## src/rtl/kpg_serial_subtractor.sv

```systemverilog
// Serial 64-bit subtractor: diff = a - b - bin, resolved CHUNK bits per clock with KPG carry symbols.
// Latency: out_valid rises WIDTH/CHUNK edges after the accept edge; one op per WIDTH/CHUNK+2 cycles.
// Backpressure: in_ready only in IDLE; result held in DONE until out_ready, inputs ignored meanwhile.
module kpg_serial_subtractor #(
  parameter int WIDTH = 64,
  parameter int CHUNK = 8
) (
  input  logic             clk,
  input  logic             rst_n,
  input  logic             in_valid,
  output logic             in_ready,
  input  logic [WIDTH-1:0] a,
  input  logic [WIDTH-1:0] b,
  input  logic             bin,
  output logic             out_valid,
  input  logic             out_ready,
  output logic [WIDTH-1:0] diff,
  output logic             bout,
  output logic [7:0]       xout,
  output logic             ovf,
  output logic             zero
);

  localparam int NCHUNK = WIDTH / CHUNK;
  localparam int IDXW   = (NCHUNK > 1) ? $clog2(NCHUNK) : 1;
  localparam logic [IDXW-1:0] LAST_IDX = IDXW'(NCHUNK - 1);

  // KPG symbols kept as ASCII so they read directly in waveforms and match the CLA datapath.
  localparam logic [7:0] SYM_K = 8'h6B;
  localparam logic [7:0] SYM_P = 8'h70;
  localparam logic [7:0] SYM_G = 8'h67;

  typedef enum logic [1:0] {
    IDLE = 2'b00,
    RUN  = 2'b01,
    DONE = 2'b10
  } state_t;

  state_t            state_q, state_d;
  logic [WIDTH-1:0]  a_q, a_d;
  logic [WIDTH-1:0]  nb_q, nb_d;      // subtrahend stored already inverted
  logic [7:0]        carry_q, carry_d;
  logic [IDXW-1:0]   idx_q, idx_d;
  logic [WIDTH-1:0]  diff_q, diff_d;
  logic              bout_q, bout_d;
  logic [7:0]        xout_q, xout_d;
  logic              ovf_q, ovf_d;
  logic              zero_q, zero_d;

  logic [CHUNK-1:0]  a_sl;
  logic [CHUNK-1:0]  nb_sl;
  logic [CHUNK-1:0]  sl_diff;
  logic [7:0]        sl_cout;

  // Per-bit generate/kill/propagate classification of one operand bit pair.
  function automatic logic [7:0] kpg_sym(input logic x, input logic y);
    logic [7:0] s;
    if (x && y)        s = SYM_G;
    else if (!x && !y) s = SYM_K;
    else               s = SYM_P;
    return s;
  endfunction

  // Select the active slice and ripple the KPG prefix across it from the incoming carry symbol.
  always_comb begin : slice_comb
    logic [7:0] c;
    logic [7:0] s;
    a_sl  = '0;
    nb_sl = '0;
    for (int j = 0; j < NCHUNK; j++) begin
      if (idx_q == IDXW'(j)) begin
        a_sl  = a_q[j*CHUNK +: CHUNK];
        nb_sl = nb_q[j*CHUNK +: CHUNK];
      end
    end
    c       = carry_q;
    sl_diff = '0;
    for (int i = 0; i < CHUNK; i++) begin
      sl_diff[i] = a_sl[i] ^ nb_sl[i] ^ (c == SYM_G);
      s = kpg_sym(a_sl[i], nb_sl[i]);
      // "p" passes the incoming symbol through; "k"/"g" resolve it, so c is never "p".
      if (s != SYM_P) c = s;
    end
    sl_cout = c;
  end

  // Next-state and datapath updates for the IDLE/RUN/DONE sequence.
  always_comb begin
    state_d = state_q;
    a_d     = a_q;
    nb_d    = nb_q;
    carry_d = carry_q;
    idx_d   = idx_q;
    diff_d  = diff_q;
    bout_d  = bout_q;
    xout_d  = xout_q;
    ovf_d   = ovf_q;
    zero_d  = zero_q;
    case (state_q)
      IDLE: begin
        if (in_valid) begin
          a_d     = a;
          nb_d    = ~b;
          // Borrow-in of 0 means a carry-in of 1 into a + ~b.
          carry_d = bin ? SYM_K : SYM_G;
          idx_d   = '0;
          state_d = RUN;
        end
      end
      RUN: begin
        carry_d = sl_cout;
        for (int j = 0; j < NCHUNK; j++) begin
          if (idx_q == IDXW'(j)) diff_d[j*CHUNK +: CHUNK] = sl_diff;
        end
        if (idx_q == LAST_IDX) begin
          state_d = DONE;
          xout_d  = sl_cout;
          bout_d  = (sl_cout == SYM_K);
          // Operand signs differ when a's MSB equals the inverted b's MSB.
          ovf_d   = (a_q[WIDTH-1] == nb_q[WIDTH-1]) && (diff_d[WIDTH-1] != a_q[WIDTH-1]);
          zero_d  = (diff_d == '0);
        end else begin
          idx_d = idx_q + 1'b1;
        end
      end
      DONE: begin
        if (out_ready) state_d = IDLE;
      end
      default: state_d = IDLE;
    endcase
  end

  // State and datapath registers, cleared asynchronously.
  always_ff @(posedge clk or negedge rst_n) begin
    if (!rst_n) begin
      state_q <= IDLE;
      a_q     <= '0;
      nb_q    <= '0;
      carry_q <= SYM_K;
      idx_q   <= '0;
      diff_q  <= '0;
      bout_q  <= 1'b0;
      xout_q  <= SYM_K;
      ovf_q   <= 1'b0;
      zero_q  <= 1'b0;
    end else begin
      state_q <= state_d;
      a_q     <= a_d;
      nb_q    <= nb_d;
      carry_q <= carry_d;
      idx_q   <= idx_d;
      diff_q  <= diff_d;
      bout_q  <= bout_d;
      xout_q  <= xout_d;
      ovf_q   <= ovf_d;
      zero_q  <= zero_d;
    end
  end

  assign in_ready  = (state_q == IDLE);
  assign out_valid = (state_q == DONE);
  assign diff      = diff_q;
  assign bout      = bout_q;
  assign xout      = xout_q;
  assign ovf       = ovf_q;
  assign zero      = zero_q;

  // A propagate symbol must never be stored as a resolved carry.
  assert property (@(posedge clk) disable iff (!rst_n) (carry_q != SYM_P) && (xout_q != SYM_P));

endmodule

```

## config.mk

```make
export PLATFORM = sky130hd
export DESIGN_NAME = kpg_serial_subtractor
export DESIGN_NICKNAME = d
export VERILOG_FILES = /design/src/rtl/kpg_serial_subtractor.sv
export SDC_FILE = /design/constraint.sdc
export NUM_CORES = 1
export LEC_CHECK = 0
export CAP_MARGIN = 15
export CORE_MARGIN = 2
export CORE_UTILIZATION = 56
export DETAILED_ROUTE_END_ITERATION = 10
export PLACE_DENSITY = 0.86
export SLEW_MARGIN = 5
export SYNTH_ARGS = -nofsm -noshare
export SYNTH_HDL_FRONTEND = slang
export SYNTH_SLANG_ARGS = --single-unit
```

## constraint.sdc

```tcl
create_clock -name clk -period 7.3 [get_ports clk]
set_clock_uncertainty 0.15 [all_clocks]
set_input_delay 0.73 -clock clk [delete_from_list [all_inputs] [get_ports clk]]
set_output_delay 0.73 -clock clk [all_outputs]
set_load 0.01 [all_outputs]
```

==> impl_metrics.ini, run 1 <==
[detailed_routing]
drt_iter0_markers = 945
wl_per_cell_um = 19.5
ant_nets = 0
first_pass_iters = 7
viasPerCell = 5.97
drc_errors = 0
num_vias = 9728
drt-total-wl_um = 31800

[clock_tree]
root_buffer = clkbuf_16
numClockSinks = 216
cts_buffer_depth = 3
htreeDepth = 1
cts-buffers-inserted = 22
cts_tree = done
post_cts_buffers = 0
cts_resized = 0
clk_latency_ns = 0.53
clk_pin_slew_worst_paths_ns = 0.07
cts_hold_buf = 0

[logic_synthesis]
yosys_warnings = 0
syn_area_um2 = 10500
synthesis.nets = 1368
yosysUniqueCellTypes = 66
synth_seq_area_share_pct = 51.4
synth_cells = 1213
synth_top_flop_cell = dfrtp_1
synth_edf_count = 0
async_reset_ff_share_pct = 100
yosys_register_bits = 216
avgSynthCellArea_um2 = 8.69

[timing]
slew_headroom_pct = 17.3
final-setup-viol-count = 0
fin_tns_setup_ns = 0
tightest_slew_ns = 1.24
fmax_mhz = 153
rsz0062_at_grt = no
period_minus_slack_ns = 6.53
slew_violations = 0
period_share_pct = 89.4
timing_hold_violations_final = 0
fin_hold_ws_ns = 0.117

[place]
port-buffer-count = 209
place_area_um2 = 12700
dp_hpwl_um = 22700
placed_cells = 1588
gp_congestion = 0.949

[setup_path]
critical_path_class = reg -> reg
start_kind = register
required_ns = 7.58
cp.arrival_ns = 6.81
endpoint_kind = register
cp_max_fo = 16
reg2reg_depth = 18

[grt]
grt_pass1_wl_um = 50700
antenna_found_initial = 0
grt_pass1_vias = 9592
grt_max_degree = 113
grt_overflow = 0
grt_use_total_pct = 32.3

[layout]
diodes = 0
design_area_um2 = 13500
final_layout_size_suffix_gt1_share_pct = 5.88
syn2layout_area_growth_pct = 28.2
num-nets-final = 1534
mostFrequentLayoutCell = nand2_1
fin_cells = 1629
finish.utilization_pct = 72.7
final_cell_mix = nand2_1 (385), clkdlybuf4s50_1 (208), dfrtp_1 (206), o21ai_0 (144), nor2_1 (75)

[die]
core_um2 = 18600
die_area_um2 = 19900
die_w_um = 141
fp.dieH_um = 141
rows = 50
start_util_pct = 56.7
top_level_ports = 210

[power]
irDropWorstVdd_uv = 312
leakage_nw = 6.11
power_density_nw_per_um2 = 608

[hold_path]
hold_class = in -> async

[job]
maxCapViolCount = 0

[outcome]
status = finished, final reports clean
power breakdown:
group          switching [mW]  total, mW  leakage (nW)  internal [mW]
logic                    2.97       4.78          3.03           1.81
registers               0.468       2.21          2.70           1.74
clock network           0.487       1.22         0.386          0.730
cell families after synthesis:
family,synth area share [%]
and+or+nand+nor,21.9
AOI/OAI and AO/OA,19.0
DFF,51.4
buffers and inverters,3.93
adders and majority gates,2.61
muxes,0.676
xor gates and xnor gates,0.498
flip-flops by register name (all words and copies together), names as in the netlist:
name / flops
a_q: 64
diff: 64
nb_q: 64
carry_q: 8
xout: 8
idx_q: 3
state_q: 2
bout: 1
ovf: 1
zero: 1
path summary, 6_finish.rpt:
path	slack (ns)	start	to
max in group asynchronous	5.48	rst_n	nb_q[42]$_DFFE_PN0P_
min in group clk	0.33	a_q[33]$_DFFE_PN0P_	a_q[33]$_DFFE_PN0P_
setup reg to reg	0.77	idx_q[0]$_DFFE_PN0P_	zero$_DFFE_PN0P_
hold reg to reg	0.33	a_q[33]$_DFFE_PN0P_	a_q[33]$_DFFE_PN0P_
setup / recovery	0.77	idx_q[0]$_DFFE_PN0P_	zero$_DFFE_PN0P_
hold / removal	0.12	rst_n	diff[21]$_DFFE_PN0P_
critical path, stage by stage, from the launching register on:
cell and delay, ns:
dfrtp_1 0.41, inv_1 0.11, ha_1 0.39, nand2_1 0.13, nor2_1 0.94, a221oi_1 0.22, o311ai_0 0.53, o211ai_1 0.21
a311oi_1 0.46, a21o_1 0.15, ha_1 0.32, mux2i_1 0.24, nand2b_1 0.15, a31o_2 0.30, or3_4 0.42, xor2_1 0.63
o221a_2 0.30, o221ai_1 0.13, o31ai_1 0.24
cells in the mapped netlist (9+ instances only):
master	number	share of area (%)
nand2_1	386	14
o21ai_0	144	6.8
nor2_1	75	2.7
and2_1	10	0.59
a221oi_1	18	1.5
ha_1	22	2.6
inv_1	16	0.57
dfstp_2	10	2.5
a21oi_1	33	1.6
nor4_1	9	0.53
o211ai_1	17	1.2
a311oi_1	16	1.3
nand3_1	10	0.47
dfrtp_1	206	49
nor3_1	11	0.52
nand2b_1	18	1.1
a21o_1	20	1.4
clkbuf_1	63	2.2
o311ai_0	16	1.3
final cells by class:
| class | count | area, µm² |
|---|---|---|
| Inverter | 17 | 63.8 |
| Multi-Input combinational cell | 898 | 4720 |
| Sequential cell | 216 | 5420 |
| Clock buffer | 26 | 596 |
| Timing Repair Buffer | 224 | 2230 |
| Fill cell | 1345 | 5060 |
| Tap cell | 234 | 293 |
| Clock inverter | 14 | 194 |
routing by layer:
metal | share of wire (%) | global-route usage (%)
met5 | 0 | 0
met4 | 4.8 | 15.3
met3 | 8.4 | 4.08
met2 | 48 | 53.0
met1 | 39 | 43.0
through the flow:
stage | power (mW) | setup slack (ns)
2_1_floorplan | 5.17 | 2.43
4_1_cts | 8.11 | 0.908
3_5_place_dp | 6.85 | 0.994
5_1_grt | 8.77 | 0.481
3_3_place_gp | 6.70 | 1.32
6_report | 8.21 | 0.774
Note: power is estimated with default switching activity, not from simulation.
==> run 2, diff against run 1 <==
--- a/config.mk
+++ b/config.mk
@@ -6,7 +6,6 @@
 export NUM_CORES = 1
 export LEC_CHECK = 0
 export CAP_MARGIN = 15
-export CORE_MARGIN = 2
 export CORE_UTILIZATION = 56
 export DETAILED_ROUTE_END_ITERATION = 10
 export PLACE_DENSITY = 0.86
==> impl_metrics.ini, run 2 (same netlist as run 1, synthesis figures left out) <==
[layout]
mostFrequentLayoutCell = nand2_1
final_layout_size_suffix_gt1_share_pct = 5.59
final_cell_mix = nand2_1 (385), clkdlybuf4s50_1 (208), dfrtp_1 (206), o21ai_0 (144), nor2_1 (75)
syn2layout_area_growth_pct = 27.8
diodes = 0
design_area_um2 = 13500
num-nets-final = 1534

[setup_path]
path_cells = clkinv_1, ha_1, buf_4, buf_4, o311ai_0, o211ai_1, a311oi_1, a21o_1, ha_1, nor3b_1, o22ai_1, a31o_2, or3_4, xor2_1, o221a_2, o221ai_1, o31ai_1
slowest_delay_ns = 0.73
cp_max_fo = 18
r2r_setup_slack_ns = 0.78
critical_path_class = reg -> reg
worst_path_max_delay_cell = dfrtp_1
required_ns = 7.55
start_kind = register
endpoint_kind = register
cp.arrival_ns = 6.77

[clock_tree]
cts_hold_buf = 0
clk_latency_ns = 0.51
cts-buffers-inserted = 22
clk_pin_slew_worst_paths_ns = 0.06
cts_tree = done
htreeDepth = 1
cts_resized = 0
root_buffer = clkbuf_16
post_cts_buffers = 0
numClockSinks = 216
cts_buffer_depth = 3

[die]
rows = 49
fp.dieH_um = 139
start_util_pct = 57.9
top_level_ports = 210
core_um2 = 18200
die_w_um = 139
die_area_um2 = 19400

[timing]
timing_hold_violations_final = 0
period_minus_slack_ns = 6.52
slew_violations = 0
layout_setup_ws_ns = 0.779
tightest_slew_ns = 1.19
fin_tns_setup_ns = 0
period_share_pct = 89.3
rsz0062_at_grt = no
fmax_mhz = 153
slew_headroom_pct = 20.1
final-setup-viol-count = 0

[outcome]
failed_checks = DRC
status = finished with violations

[detailed_routing]
ant_nets = 0
drt-total-wl_um = 31100
viasPerCell = 5.97
wl_per_cell_um = 19.1
num_vias = 9688
drc_errors = 16
drt_iter0_markers = 935
first_pass_iters = 11

[place]
place_area_um2 = 12700
dp_hpwl_um = 22200
post-place-ws_ns = 1.06
port-buffer-count = 209
gp_congestion = 0.961

[grt]
antenna_found_initial = 0
grt_max_degree = 136
grt_pass1_wl_um = 49700
grt_overflow = 0
grt_use_total_pct = 32.6
grt_pass1_vias = 9510

[job]
maxCapViolCount = 0

[hold_path]
hold_class = in -> async
==> run 2: final timing paths <==
path / cells after the start / endpoint / start
worst max-delay path: 17 / zero$_DFFE_PN0P_ / idx_q[2]$_DFFE_PN0P_
worst min-delay path: 1 / diff[55]$_DFFE_PN0P_ / rst_n
worst max register to register: 17 / zero$_DFFE_PN0P_ / idx_q[2]$_DFFE_PN0P_
worst min register to register: 2 / a_q[55]$_DFFE_PN0P_ / a_q[55]$_DFFE_PN0P_
max in group asynchronous: 2 / a_q[52]$_DFFE_PN0P_ / rst_n
min in group clk: 2 / a_q[55]$_DFFE_PN0P_ / a_q[55]$_DFFE_PN0P_
==> run 2: layer usage <==
metal / share of wire (%) / wire length, µm / track usage [%] / vias to the layer above
met4: 4.1 / 1260 / 14.6 / 0
met5: 0 / 0 / 0 / -
met3: 7.7 / 2390 / 4.78 / 116
met2: 47 / 14500 / 51.8 / 511
li1: - / - / - / 4511
met1: 42 / 13000 / 44.8 / 4550
==> run 2: stage by stage <==
stage	util [%]	hold WS, ns	instances
global placement	69.7	0.311	1584
floorplan	-	0.284	1213
detailed placement	69.7	0.317	1584
global route	74.0	0.335	1624
CTS	74.0	0.295	1624
finish	74.0	0.235	1624
==> run 2: area by class of cell <==
type	count	area, µm²
Clock buffer	31	636
Clock inverter	9	135
Fill cell	1303	4740
Inverter	17	63.8
Multi-Input combinational cell	898	4720
Sequential cell	216	5420
Tap cell	229	287
Timing Repair Buffer	224	2210
==> run 2: worst max-delay path, delay by kind of cell, from the launching register on <==
kind                       cells  cell delay, ns
xor gates and xnor gates       1            0.71
buffers and inverters          3            0.82
AOI/OAI and AO/OA              9            2.50
DFF                            1            0.73
adders and majority gates      2            0.82
and+or+nand+nor                2            0.67
Power of run 2 is left out: the tool's default activity adds up to more than one toggle a clock period on the data nets, which glitch-free logic cannot reach.
==> run 3, diff against run 2 <==
--- a/config.mk
+++ b/config.mk
@@ -6,9 +6,9 @@
 export NUM_CORES = 1
 export LEC_CHECK = 0
 export CAP_MARGIN = 15
-export CORE_UTILIZATION = 56
+export CORE_UTILIZATION = 52
 export DETAILED_ROUTE_END_ITERATION = 10
-export PLACE_DENSITY = 0.86
+export PLACE_DENSITY = 0.8
 export SLEW_MARGIN = 5
 export SYNTH_ARGS = -nofsm -noshare
 export SYNTH_HDL_FRONTEND = slang
==> constraint.sdc (replaced) <==
create_clock -name clk -period 6.5 [get_ports clk]
set_clock_uncertainty 0.15 [all_clocks]
set_input_delay 0.65 -clock clk [delete_from_list [all_inputs] [get_ports clk]]
set_output_delay 0.65 -clock clk [all_outputs]
set_load 0.01 [all_outputs]
==> impl_metrics.ini, run 3 (same netlist as run 1, synthesis figures left out) <==
[clock_tree]
numClockSinks = 216
cts-buffers-inserted = 22
htreeDepth = 1
cts_tree = done
clk_pin_slew_worst_paths_ns = 0.06
clk_latency_ns = 0.51
root_buffer = clkbuf_16
cts_buffer_depth = 3

[timing]
rsz0062_at_grt = no
timing_hold_violations_final = 0
period_minus_slack_ns = 6.10
tightest_slew_ns = 1.01
slew_violations = 0
fmax_mhz = 164
final-setup-viol-count = 0
period_share_pct = 93.9
slew_headroom_pct = 32.3
fin_tns_setup_ns = 0

[place]
port-buffer-count = 209
dp_hpwl_um = 22500
gp_congestion = 0.904

[die]
die_w_um = 144
fp.dieH_um = 144
core_um2 = 19700
die_area_um2 = 20800
rows = 51
start_util_pct = 53.6
top_level_ports = 210

[hold_path]
hold_start = xout[3]$_DFFE_PN1P_
hold_class = reg -> reg
holdPathStages = 2
min_to = xout[3]$_DFFE_PN1P_

[detailed_routing]
num_vias = 9525
ant_nets = 0
drt-total-wl_um = 30900
drc_errors = 0
viasPerCell = 5.72
wl_per_cell_um = 18.6
drt_iter0_markers = 805
first_pass_iters = 6

[layout]
multi_input_area_um2 = 4730
final_cell_mix = nand2_1 (385), clkdlybuf4s50_1 (208), dfrtp_1 (205), o21ai_0 (144), nor2_1 (74)
num-nets-final = 1541
seq_area_um2 = 5420
syn2layout_area_growth_pct = 28.2
fill_cells = 1602
final_layout_size_suffix_gt1_share_pct = 6.21
mostFrequentLayoutCell = nand2_1
diodes = 0

[setup_path]
crit_family = compound AO/OA/AOI/OAI gates
slowest_delay_ns = 0.55
required_ns = 6.77
startpoint = idx_q[1]$_DFFE_PN0P_
critical_path_class = reg -> reg
cp_max_fo = 14
worst_path_max_delay_cell = o311ai_0
crit_buf_inv = 3
reg2reg_depth = 19
start_kind = register
endpoint_kind = register
rr_endpoint = zero$_DFFE_PN0P_
r2r_setup_slack_ns = 0.40
timing.rr.start = idx_q[1]$_DFFE_PN0P_
path_cells = inv_1, ha_1, nor2b_2, buf_4, a221oi_1, o311ai_0, o211ai_1, a311oi_1, a21o_1, ha_1, nand3_1, and3b_1, o31a_1, or3_4, xor2_1, buf_4, and2_1, o221ai_1, o31ai_1
cp.arrival_ns = 6.37

[outcome]
status = finished, final reports clean

[grt]
antenna_found_initial = 0
grt_use_total_pct = 30.7
grt_overflow = 0
grt_pass1_wl_um = 48900
grt_max_degree = 101
grt_pass1_vias = 9233

[job]
maxCapViolCount = 0
-- run 3: cell count changes in the layout (fill, tap and decap cells not counted), moves of 2 or more --
| cell | before | now |
|---|---|---|
| o311ai_0 | 16 | 14 |
| bufinv_16 | 3 | 0 |
| o311ai_1 | 0 | 2 |
| buf_4 | 15 | 21 |
| clkbuf_1 | 5 | 3 |
| clkbuf_8 | 4 | 7 |
| clkinv_2 | 2 | 5 |
-- run 3: through the flow --
| stage | utilization (%) | instance area, µm² | hold WS (ns) | setup WS, ns | std cells |
|---|---|---|---|---|---|
| final | 68.8 | 13500 | 0.329 | 0.399 | 1666 |
| after global placement | 65.1 | 12800 | 0.310 | 0.286 | 1626 |
| after floorplan | - | 10500 | 0.204 | 1.63 | 1213 |
| after global routing | 68.8 | 13500 | 0.352 | 0.0719 | 1666 |
| after detailed placement | 65.1 | 12800 | 0.314 | 0.204 | 1626 |
| after CTS | 68.7 | 13500 | 0.330 | 0.134 | 1666 |
-- run 3: cell type report --
class	instances	area share (%)
inverters	17	0.472
flip-flops and latches	216	40.1
clock buffers	32	4.95
well taps	265	2.45
multi-input cells	898	35.0
clock inverters	7	0.296
repair buffers	231	16.7
-- run 3: worst min-delay path, cell delays in order, from the launching register on --
cell     delay (ns)
dfstp_2        0.37
nand2_1        0.04
o21ai_0        0.06
-- run 3: layer usage --
layer | wire (µm) | global-route usage [%] | vias to the layer above
met1 | 13000 | 41.3 | 4487
met5 | 0 | 0 | -
li1 | - | - | 4518
met3 | 2200 | 4.40 | 90
met2 | 14500 | 49.9 | 430
met4 | 1200 | 12.4 | 0
-- run 3: how the worst max path moves through the flow --
| stage | depth (start not counted) | slack, ns | end |
|---|---|---|---|
| after floorplan | 21 | 1.63 | zero$_DFFE_PN0P_ |
| after global placement | 17 | 0.29 | zero$_DFFE_PN0P_ |
| after detailed placement | 17 | 0.20 | zero$_DFFE_PN0P_ |
| after CTS | 17 | 0.13 | zero$_DFFE_PN0P_ |
| after global routing | 20 | 0.07 | zero$_DFFE_PN0P_ |
| final | 19 | 0.40 | zero$_DFFE_PN0P_ |
-- run 3: repair_timing --
action	in CTS	in global routing
endpoints found under the hold margin	8	0
endpoints found under the setup margin	0	2
gates resized for setup	0	4
buffers inserted	0	0
hold buffers	1	0
Power of run 3 is left out for the same reason.
